$ cat src/rtl/stream_demux_pkg.sv
// Shared lane count, select width and select type for the 1-to-4 stream distributor.
package stream_demux_pkg;

  localparam int N_LANES = 4;
  localparam int SEL_W   = 2;

  typedef logic [SEL_W-1:0] lane_sel_t;

endpackage

$ cat src/rtl/demux_slot.sv
// One-entry output register slice for a single lane, with its delivered-word counter.
module demux_slot #(
  parameter int DATA_W = 8,
  parameter int CNT_W  = 8
) (
  input  logic              clk,
  input  logic              reset,
  input  logic              load,
  input  logic [DATA_W-1:0] load_data,
  input  logic              out_ready,
  output logic              out_valid,
  output logic [DATA_W-1:0] out_data,
  output logic [CNT_W-1:0]  count
);

  logic              valid_reg;
  logic              valid_next;
  logic [DATA_W-1:0] data_reg;
  logic [CNT_W-1:0]  count_reg;
  logic              pop;

  assign pop = valid_reg & out_ready;

  // The top only loads when the slot is empty or draining this edge,
  // so a load always leaves the slot full.
  always_comb begin
    valid_next = valid_reg;
    if (load) begin
      valid_next = 1'b1;
    end else if (pop) begin
      valid_next = 1'b0;
    end
  end

  always_ff @(posedge clk or posedge reset) begin
    if (reset) begin
      valid_reg <= 1'b0;
      data_reg  <= '0;
      count_reg <= '0;
    end else begin
      valid_reg <= valid_next;
      if (load) begin
        data_reg <= load_data;
      end
      if (pop) begin
        count_reg <= count_reg + 1'b1;
      end
    end
  end

  assign out_valid = valid_reg;
  assign out_data  = data_reg;
  assign count     = count_reg;

endmodule

$ cat src/rtl/stream_demux_1_to_4.sv
// Registered 1-to-4 stream distributor: steers each accepted word into the slot picked by in_sel.
module stream_demux_1_to_4
  import stream_demux_pkg::*;
#(
  parameter int DATA_W = 8,
  parameter int CNT_W  = 8
) (
  input  logic                      clk,
  input  logic                      reset,
  input  logic [DATA_W-1:0]         in_data,
  input  lane_sel_t                 in_sel,
  input  logic                      in_valid,
  output logic                      in_ready,
  output logic [N_LANES*DATA_W-1:0] out_data,
  output logic [N_LANES-1:0]        out_valid,
  input  logic [N_LANES-1:0]        out_ready,
  output logic [N_LANES*CNT_W-1:0]  lane_count,
  output logic                      busy
);

  logic                accept;
  logic [N_LANES-1:0]  load;

  // Only the addressed lane can stall the input; it frees up if it pops this edge.
  assign in_ready = ~out_valid[in_sel] | out_ready[in_sel];
  assign accept   = in_valid & in_ready;
  assign busy     = |out_valid;

  generate
    for (genvar gi = 0; gi < N_LANES; gi++) begin : g_lane
      assign load[gi] = accept && (in_sel == lane_sel_t'(gi));

      demux_slot #(
        .DATA_W (DATA_W),
        .CNT_W  (CNT_W)
      ) u_slot (
        .clk       (clk),
        .reset     (reset),
        .load      (load[gi]),
        .load_data (in_data),
        .out_ready (out_ready[gi]),
        .out_valid (out_valid[gi]),
        .out_data  (out_data[gi*DATA_W +: DATA_W]),
        .count     (lane_count[gi*CNT_W +: CNT_W])
      );
    end
  endgenerate

endmodule

$ cat config.mk
export PLATFORM = sky130hd
export DESIGN_NAME = stream_demux_1_to_4
export DESIGN_NICKNAME = d
export VERILOG_FILES = /design/src/rtl/stream_demux_pkg.sv /design/src/rtl/demux_slot.sv /design/src/rtl/stream_demux_1_to_4.sv
export SDC_FILE = /design/constraint.sdc
export NUM_CORES = 1
export LEC_CHECK = 0
export BUFFER_PORTS_ARGS = -buffer_cell sky130_fd_sc_hd__buf_2
export CORE_UTILIZATION = 35
export CTS_BUF_LIST = sky130_fd_sc_hd__clkbuf_4 sky130_fd_sc_hd__clkbuf_8
export DETAILED_ROUTE_END_ITERATION = 8
export GPL_TIMING_DRIVEN = 0
export SYNTH_ARGS = -nofsm -noshare
export SYNTH_HDL_FRONTEND = slang
export SYNTH_HIERARCHICAL = 1
export SYNTH_SLANG_ARGS = --single-unit
$ cat constraint.sdc
create_clock -name clk -period 1.3 [get_ports clk]
set_clock_uncertainty 0.1 [all_clocks]
set_input_delay 0 -clock clk [delete_from_list [all_inputs] [get_ports clk]]
set_output_delay 0 -clock clk [all_outputs]
set_load 0.02 [all_outputs]
==> summary.md, run 1 <==
| Metric | Value |
|---|---|
| Final core area utilization | `0.532` |
| Detailed-route DRC error count | `0` |
| IO Count | `87` |
| Tot Pwr | `~7.1 mW` |
| Met3 Usage GRT | `0.0369` |
| RSZ-0062 raised after global routing | `true` |
| Worst-skew pair later-pin latency | `0.34 ns` |
| Most frequent standard cell in the layout excluding fill and tap cells | `buf_2` |
| Result of the run | `finished, violations left` |
| Total of max-cap violations | `0` |
| Share of the yosys chip area belonging to registers | `0.595` |
| Number of diodes | `0` |
| Number of I/O port buffers | `86` |
| GPL Wtd Cong | `0.729` |
| Fillcell total | `694` |
| Leakage power figure | `2.16 nW` |
| Vias | `about 2.1k` |
| Final Hold Slack | `-0.00897 ns` |
| Total number of yosys warnings | `6` |
| Clock tree from TritonCTS | `yes` |
| Worst-case clock buffer depth | `2` |
| Largest fanout on the critical path | `3` |
| Final #Nets | `356` |
| Vias in the first global route | `2092` |
| Floorplan die width | `92.4 um` |
| Remaining antenna violation count after routing | `0` |
| Clock net sink count | `68` |
| Distinct cell type count after synthesis | `24` |
| Setup CP Type | `register to output port` |
| Number of failing setup endpoints in the final timing report | `47` |
| Worst IR Drop VDD | `0.958 mV` |
| Total power divided by cell area | `1700 nW/um2` |
| Arrival time reported for the critical path endpoint | `approximately 1.4 ns` |
| Max-slew headroom at the worst pin | `0.534` |
| Sequential cell area | `1720 um2` |
| Clock transition time at the flip-flop clock pins of the worst setup and hold paths | `0.07 ns` |
| Clock network fraction of total power | `0.240` |
| Mapped Cells | `210` |
| Final Hold Fails | `1` |
| Setup TNS Final | `-5.22 ns` |
| Clk root buf | `clkbuf_8` |
| Sort of element at the start of the critical path | `register` |
| Wire length per cell | `15.3 um` |
| Highest-utilization routing layer at the global route stage | `met2` |
| Footprint of the multi-input gates | `1290 um2` |
| Number of stages on the worst hold path | `4` |
| Count of pins over their slew limit | `0` |
| Area of the core | `approximately 8000 um2` |
| Required time at the worst-slack endpoint | `1.20 ns` |
| Detailed Place HPWL | `4410 um` |
| Grt met2 use | `0.251` |
| Max Clock Freq | `between 600 and 700 MHz` |
| Worst slack at placement | `-0.244 ns` |
| Transition at the pin with the smallest max-transition slack | `0.699 ns` |
| Worst min path class | `primary input to register` |
| Combinational fraction of design power | `0.325` |
| Launch point of the worst hold path | `out_ready[3]` |
| Initial antenna violation count | `0` |
| Crit share post-route | `1.18` |
| Sw Share | `0.347` |
| Global route overflow | `0` |
| Top library cells by usage in the layout, fill and taps aside | `83 x buf_2, 56 x dfrtp_1, 36 x mux2_4` |
| Total wirelength of the detailed-routed design | `6730 um` |
| Critical path capture point type | `output port` |
| Post-synthesis net count | `231` |
| Number of detailed-routing iterations run before antenna repair | `4` |
| TritonCTS buffer count | `9` |
| Ratio of cells with drive above 1 in the final layout | `0.560` |
| Worst flop-to-flop path startpoint | `g_lane[0].u_slot/out_valid$_DFFE_PP0P_` |
| Starting utilization of the core area | `0.366` |
| Sequential fraction of design power | `0.435` |
| Area added between synthesis and finish | `45.4%` |
| Number of cells traversed by the worst register-to-register path | `4` |
| Standard-cell rows | `32` |
| Max H-tree Level | `3` |
| Met1 track demand over resource in global routing | `0.237` |
| Violations in the final reports | `hold timing, setup timing` |
| Setup WS post-layout | `-0.237 ns` |
| Vertical die dimension | `92.4 um` |
| Synthesis-stage register bit count | `68` |
| Final period demand of the worst path | `1.54 ns` |
| Total global-route track usage | `0.168` |
| Post-synthesis average cell area | `13.6 um2` |
| Vias/cell | `4.67` |
| Largest net degree at the start of global routing | `18` |
| Post-Syn Area | `2860 um2` |
| Initial DRC count | `67` |
| Die area | `8530 um2` |
| Startpoint of the worst setup timing path | `g_lane[2].u_slot/out_valid$_DFFE_PP0P_` |
| First-pass GRT wire length | `10900 um` |
| Int Pwr | `4.62 mW` |
| Power dissipated by switching net loads | `2.46 mW` |
==> what timing repair did <==
action,CTS,global route
pin swaps,1,3
hold buffers,15,1
endpoints found under the setup margin,34,54
setup buffers,8,8
hold endpoints to repair,108,1
resized for setup,23,24
gates cloned,1,0
==> synth_stat cells, drive strengths merged <==
cell type | number | share of area
a21o | 4 | 0.011
and2 | 4 | 0.0088
and3 | 8 | 0.018
and4 | 5 | 0.016
and4b | 2 | 0.0070
buf | 8 | 0.018
dfrtp | 68 | 0.60
ha | 4 | 0.018
inv | 8 | 0.011
mux2 | 36 | 0.15
mux4 | 1 | 0.0079
nand2 | 12 | 0.016
nand2b | 4 | 0.0088
nand3 | 4 | 0.0070
nand4 | 4 | 0.0088
nor2 | 4 | 0.0053
nor3 | 4 | 0.0070
nor4bb | 1 | 0.0035
or4 | 1 | 0.0026
xnor2 | 12 | 0.037
xor2 | 16 | 0.049
==> kinds of logic (layout without fill, tap and decap cells) <==
| group | after synthesis | after routing | share of synthesized area |
|---|---|---|---|
| compound gates | 4 | 4 | 0.0105 |
| xor+xnor | 28 | 28 | 0.0858 |
| fa+ha+maj | 4 | 4 | 0.0175 |
| buf+inv | 16 | 145 | 0.0280 |
| flops | 68 | 68 | 0.595 |
| mux | 37 | 37 | 0.155 |
| simple gates | 53 | 53 | 0.108 |
==> final cells by class <==
cell class / instances / share of cell area
timing repair buffer: 118 / 0.179
inverter: 8 / 0.00722
buffer: 4 / 0.0129
clock inverter: 4 / 0.0123
tap: 102 / 0.0307
sequential: 68 / 0.413
clock buffer: 11 / 0.0334
multi-input combinational: 126 / 0.311
==> final timing paths <==
| path | endpoint | slack, ns |
|---|---|---|
| max | busy | -0.24 |
| min | g_lane[3].u_slot/count[3]$_DFFE_PP0P_ | -0.009 |
| max reg2reg | g_lane[0].u_slot/out_data[6]$_DFFE_PP0P_ | -0.19 |
| min reg2reg | g_lane[2].u_slot/count[7]$_DFFE_PP0P_ | 0.36 |
| max in group asynchronous | g_lane[3].u_slot/count[0]$_DFFE_PP0P_ | 0.35 |
| min in group asynchronous | g_lane[2].u_slot/out_data[0]$_DFFE_PP0P_ | 0.23 |
==> per-layer routing <==
layer	vias up	share of wire
met2	68	0.45
met4	0	0.016
met3	9	0.050
met1	1017	0.49
met5	-	0
li1	964	-
==> power by group through the flow <==
stage | clock, mW | sequential, mW | combinational [mW]
2_1_floorplan | 0 | 3.67 | 0.802
3_3_place_gp | 0 | 3.10 | 2.07
3_5_place_dp | 0 | 3.11 | 2.11
4_1_cts | 1.75 | 3.08 | 2.25
5_1_grt | 1.85 | 3.16 | 2.47
6_report | 1.70 | 3.08 | 2.30
==> metrics by stage <==
stage	instances	hold WS, ns	area (um2)
2_1_floorplan	210	-0.174	2990
4_1_cts	437	0.0168	4040
3_3_place_gp	398	0.0629	3550
6_report	441	-0.00897	4160
3_5_place_dp	398	0.0514	3550
5_1_grt	441	0.00678	4160
==> critical path, stage by stage (launching register included) <==
cell and delay, ns:
dfrtp_2 0.42, or4_4 0.54, buf_6 0.15
Note: power is estimated with default switching activity, not from simulation.
==> run 2, diff against run 1 <==
--- a/config.mk
+++ b/config.mk
@@ -10,6 +10,7 @@
 export CTS_BUF_LIST = sky130_fd_sc_hd__clkbuf_4 sky130_fd_sc_hd__clkbuf_8
 export DETAILED_ROUTE_END_ITERATION = 8
 export GPL_TIMING_DRIVEN = 0
+export REMOVE_ABC_BUFFERS = 1
 export SYNTH_ARGS = -nofsm -noshare
 export SYNTH_HDL_FRONTEND = slang
 export SYNTH_HIERARCHICAL = 1
==> run 2 against run 1 <==
  * The flow finishes with violations (setup timing)
  * Clock-buffer cell count rose by 1
  * Largest cell class unchanged
  * Sequential share of layout area decreased by 0.36 points
  * Flip-flop and latch count unchanged
  * Critical path depth rose by 1
==> summary.md, run 2 (synthesis gave the netlist of run 1 again) <==
| Metric | Value |
|---|---|
| Setup CP Type | `register to output port` |
| Final #Nets | `358 (+0.56%)` |
| Max H-tree Level | `3 (unchanged)` |
| Count of pins over their slew limit | `0 (unchanged)` |
| Die area | `8530 um2 (unchanged)` |
| Violations in the final reports | `setup timing` |
| Floorplan die width | `92.4 um (unchanged)` |
| Remaining antenna violation count after routing | `0 (unchanged)` |
| Wire length per cell | `16.0 um (+4.7%)` |
| Total global-route track usage | `0.164 (-0.00390)` |
| Worst path buffer plus inverter count | `1 (unchanged)` |
| Sort of element at the start of the critical path | `register` |
| Max Clock Freq | `646 MHz (-0.77%)` |
| Cell-by-cell trace of the critical path | `nand2b_4, mux4_2, buf_6` |
| Vias/cell | `4.78 (+2.5%)` |
| Number of cells traversed by the worst register-to-register path | `5 (+1)` |
| Worst-skew pair later-pin latency | `0.33 ns (about the same)` |
| Largest net degree at the start of global routing | `18 (unchanged)` |
| Final Hold Slack | `0.159 ns (+0.168 ns)` |
| IO Count | `87 (unchanged)` |
| Total number of cells along the worst setup path | `3 (+1)` |
| Area of the core | `7810 um2 (unchanged)` |
| Result of the run | `finished, violations left` |
| Clock tree from TritonCTS | `yes` |
| Detailed-route DRC error count | `0 (unchanged)` |
| Final period demand of the worst path | `1.55 ns (+0.0119 ns)` |
| Vias | `2124 (+3.2%)` |
| Vertical die dimension | `92.4 um (unchanged)` |
| Most frequent standard cell in the layout excluding fill and tap cells | `buf_2` |
| Area added between synthesis and finish | `45.7%` |
| Clock transition time at the flip-flop clock pins of the worst setup and hold paths | `0.07 ns (about the same)` |
| Leakage power figure | `2.19 nW (+1.4%)` |
| Inst Count DP | `391 (-1.8%)` |
| Setup WS post-layout | `-0.249 ns (-0.0119 ns)` |
| Initial DRC count | `53 (-21%)` |
| Detailed Place HPWL | `4430 um (+0.54%)` |
| Worst IR Drop VDD | `0.853 mV (-11%)` |
| Number of failing setup endpoints in the final timing report | `36 (-23%)` |
| First-pass GRT wire length | `10600 um (-2.7%)` |
| Longest individual stage delay on the worst path | `0.48 ns (-0.06 ns)` |
| Clock net sink count | `68 (unchanged)` |
| Final Hold Fails | `0 (-1)` |
| Fillcell total | `679 (-2.2%)` |
| Kind of cell with the highest combined delay on the critical path | `multiplexers` |
| Vias in the first global route | `2176 (+4.0%)` |
| Transition at the pin with the smallest max-transition slack | `0.735 ns (+0.0364 ns)` |
| Max-slew headroom at the worst pin | `0.509 (-0.0243)` |
| Worst-case clock buffer depth | `2 (unchanged)` |
| Number of I/O port buffers | `86 (unchanged)` |
| Standard-cell rows | `32 (unchanged)` |
| Top library cells by usage in the layout, fill and taps aside | `85 x buf_2, 66 x dfrtp_1, 36 x mux2_4` |
| Crit share post-route | `1.19 (+0.00918)` |
| Final core area utilization | `0.533 (+0.000801)` |
| Arrival time reported for the critical path endpoint | `1.45 ns (about the same)` |
| Number of stages on the worst hold path | `4 (unchanged)` |
| Ratio of cells with drive above 1 in the final layout | `0.538 (-0.0225)` |
| RSZ-0062 raised after global routing | `true` |
| Worst min path class | `primary input to register` |
| Starting utilization of the core area | `0.366 (unchanged)` |
| Clk root buf | `clkbuf_8` |
| Total wirelength of the detailed-routed design | `7090 um (+5.4%)` |
| Largest fanout on the critical path | `3 (unchanged)` |
| Required time at the worst-slack endpoint | `1.20 ns (about the same)` |
| Filler-free cell count of the finished design | `444 (+0.68%)` |
| Worst-path cell with the longest stage delay | `mux4_2` |
| Number of diodes | `0 (unchanged)` |
| Total of max-cap violations | `0 (unchanged)` |
| Initial antenna violation count | `0 (unchanged)` |
| Total power divided by cell area | `1740 nW/um2 (+1.8%)` |
| Global route overflow | `0 (unchanged)` |
| TritonCTS buffer count | `9 (unchanged)` |
| GPL Wtd Cong | `0.725 (-0.55%)` |
| Number of detailed-routing iterations run before antenna repair | `3 (-1)` |
| Critical path capture point type | `output port` |
run 2: cell count changes in the layout (fill, tap and decap cells not counted), sizes merged:
cell,change
and4b,+2
and4,+1
clkbuf,+1
dlygate4sd3,-1
run 2: final timing paths:
path,from,endpoint,slack (ns)
worst min-delay path,in_sel[0],g_lane[0].u_slot/out_valid$_DFFE_PP0P_,0.16
worst max-delay path,g_lane[3].u_slot/out_valid$_DFFE_PP0P_,in_ready,-0.25
max in group asynchronous,reset,g_lane[0].u_slot/count[4]$_DFFE_PP0P_,0.36
worst max register to register,g_lane[0].u_slot/out_valid$_DFFE_PP0P_,g_lane[0].u_slot/out_data[0]$_DFFE_PP0P_,-0.23
min in group asynchronous,reset,g_lane[3].u_slot/count[7]$_DFFE_PP0P_,0.24
worst min register to register,g_lane[1].u_slot/count[7]$_DFFE_PP0P_,g_lane[1].u_slot/count[7]$_DFFE_PP0P_,0.36
run 2: routing by layer:
layer  global-route usage  up-vias  part of all wire
met5                    0        -                 0
met3               0.0796       10             0.078
li1                     -      974                 -
met2                0.251       71              0.44
met1                0.201     1069              0.46
met4               0.0573        0             0.016
run 2: through the flow:
| stage | setup TNS [ns] | cell area, um2 | power [mW] | setup WS, ns |
|---|---|---|---|---|
| finish | -4.95 | 4160 | 7.22 | -0.249 |
| global route | -6.79 | 4160 | 7.61 | -0.339 |
| CTS | -4.73 | 3870 | 7.06 | -0.249 |
| detailed placement | -11.09 | 3380 | 5.09 | -0.445 |
| global placement | -19.47 | 3370 | 5.03 | -1.38 |
| floorplan | -12.54 | 2810 | 4.32 | -0.842 |
run 2: repair_timing:
item / in CTS / in global routing
hold endpoints to repair: 113 / 1
buffers inserted: 7 / 13
cloned: 0 / 3
hold buffers: 14 / 1
resized for setup: 31 / 39
setup endpoints to repair: 39 / 45
pin swaps: 1 / 6
run 2: layout make-up:
type,instances,area [um2],share of cell area
Inverter,8,30.0,0.00721
Clock buffer,12,159,0.0382
Multi-Input combinational cell,129,1330,0.320
Tap cell,102,128,0.0307
Sequential cell,68,1700,0.409
Timing Repair Buffer,121,763,0.183
Clock inverter,4,47.5,0.0114
run 2: tightest hold or removal path, cell delays in order:
cell      delay (ns)
buf_2           0.19
nor4bb_4        0.07
buf_4           0.15
a21o_1          0.14
run 2: power by group:
part	switching, mW	internal [mW]	total (mW)
combinational	1.27	1.12	2.40
sequential	0.428	2.61	3.03
clock	0.785	1.01	1.79
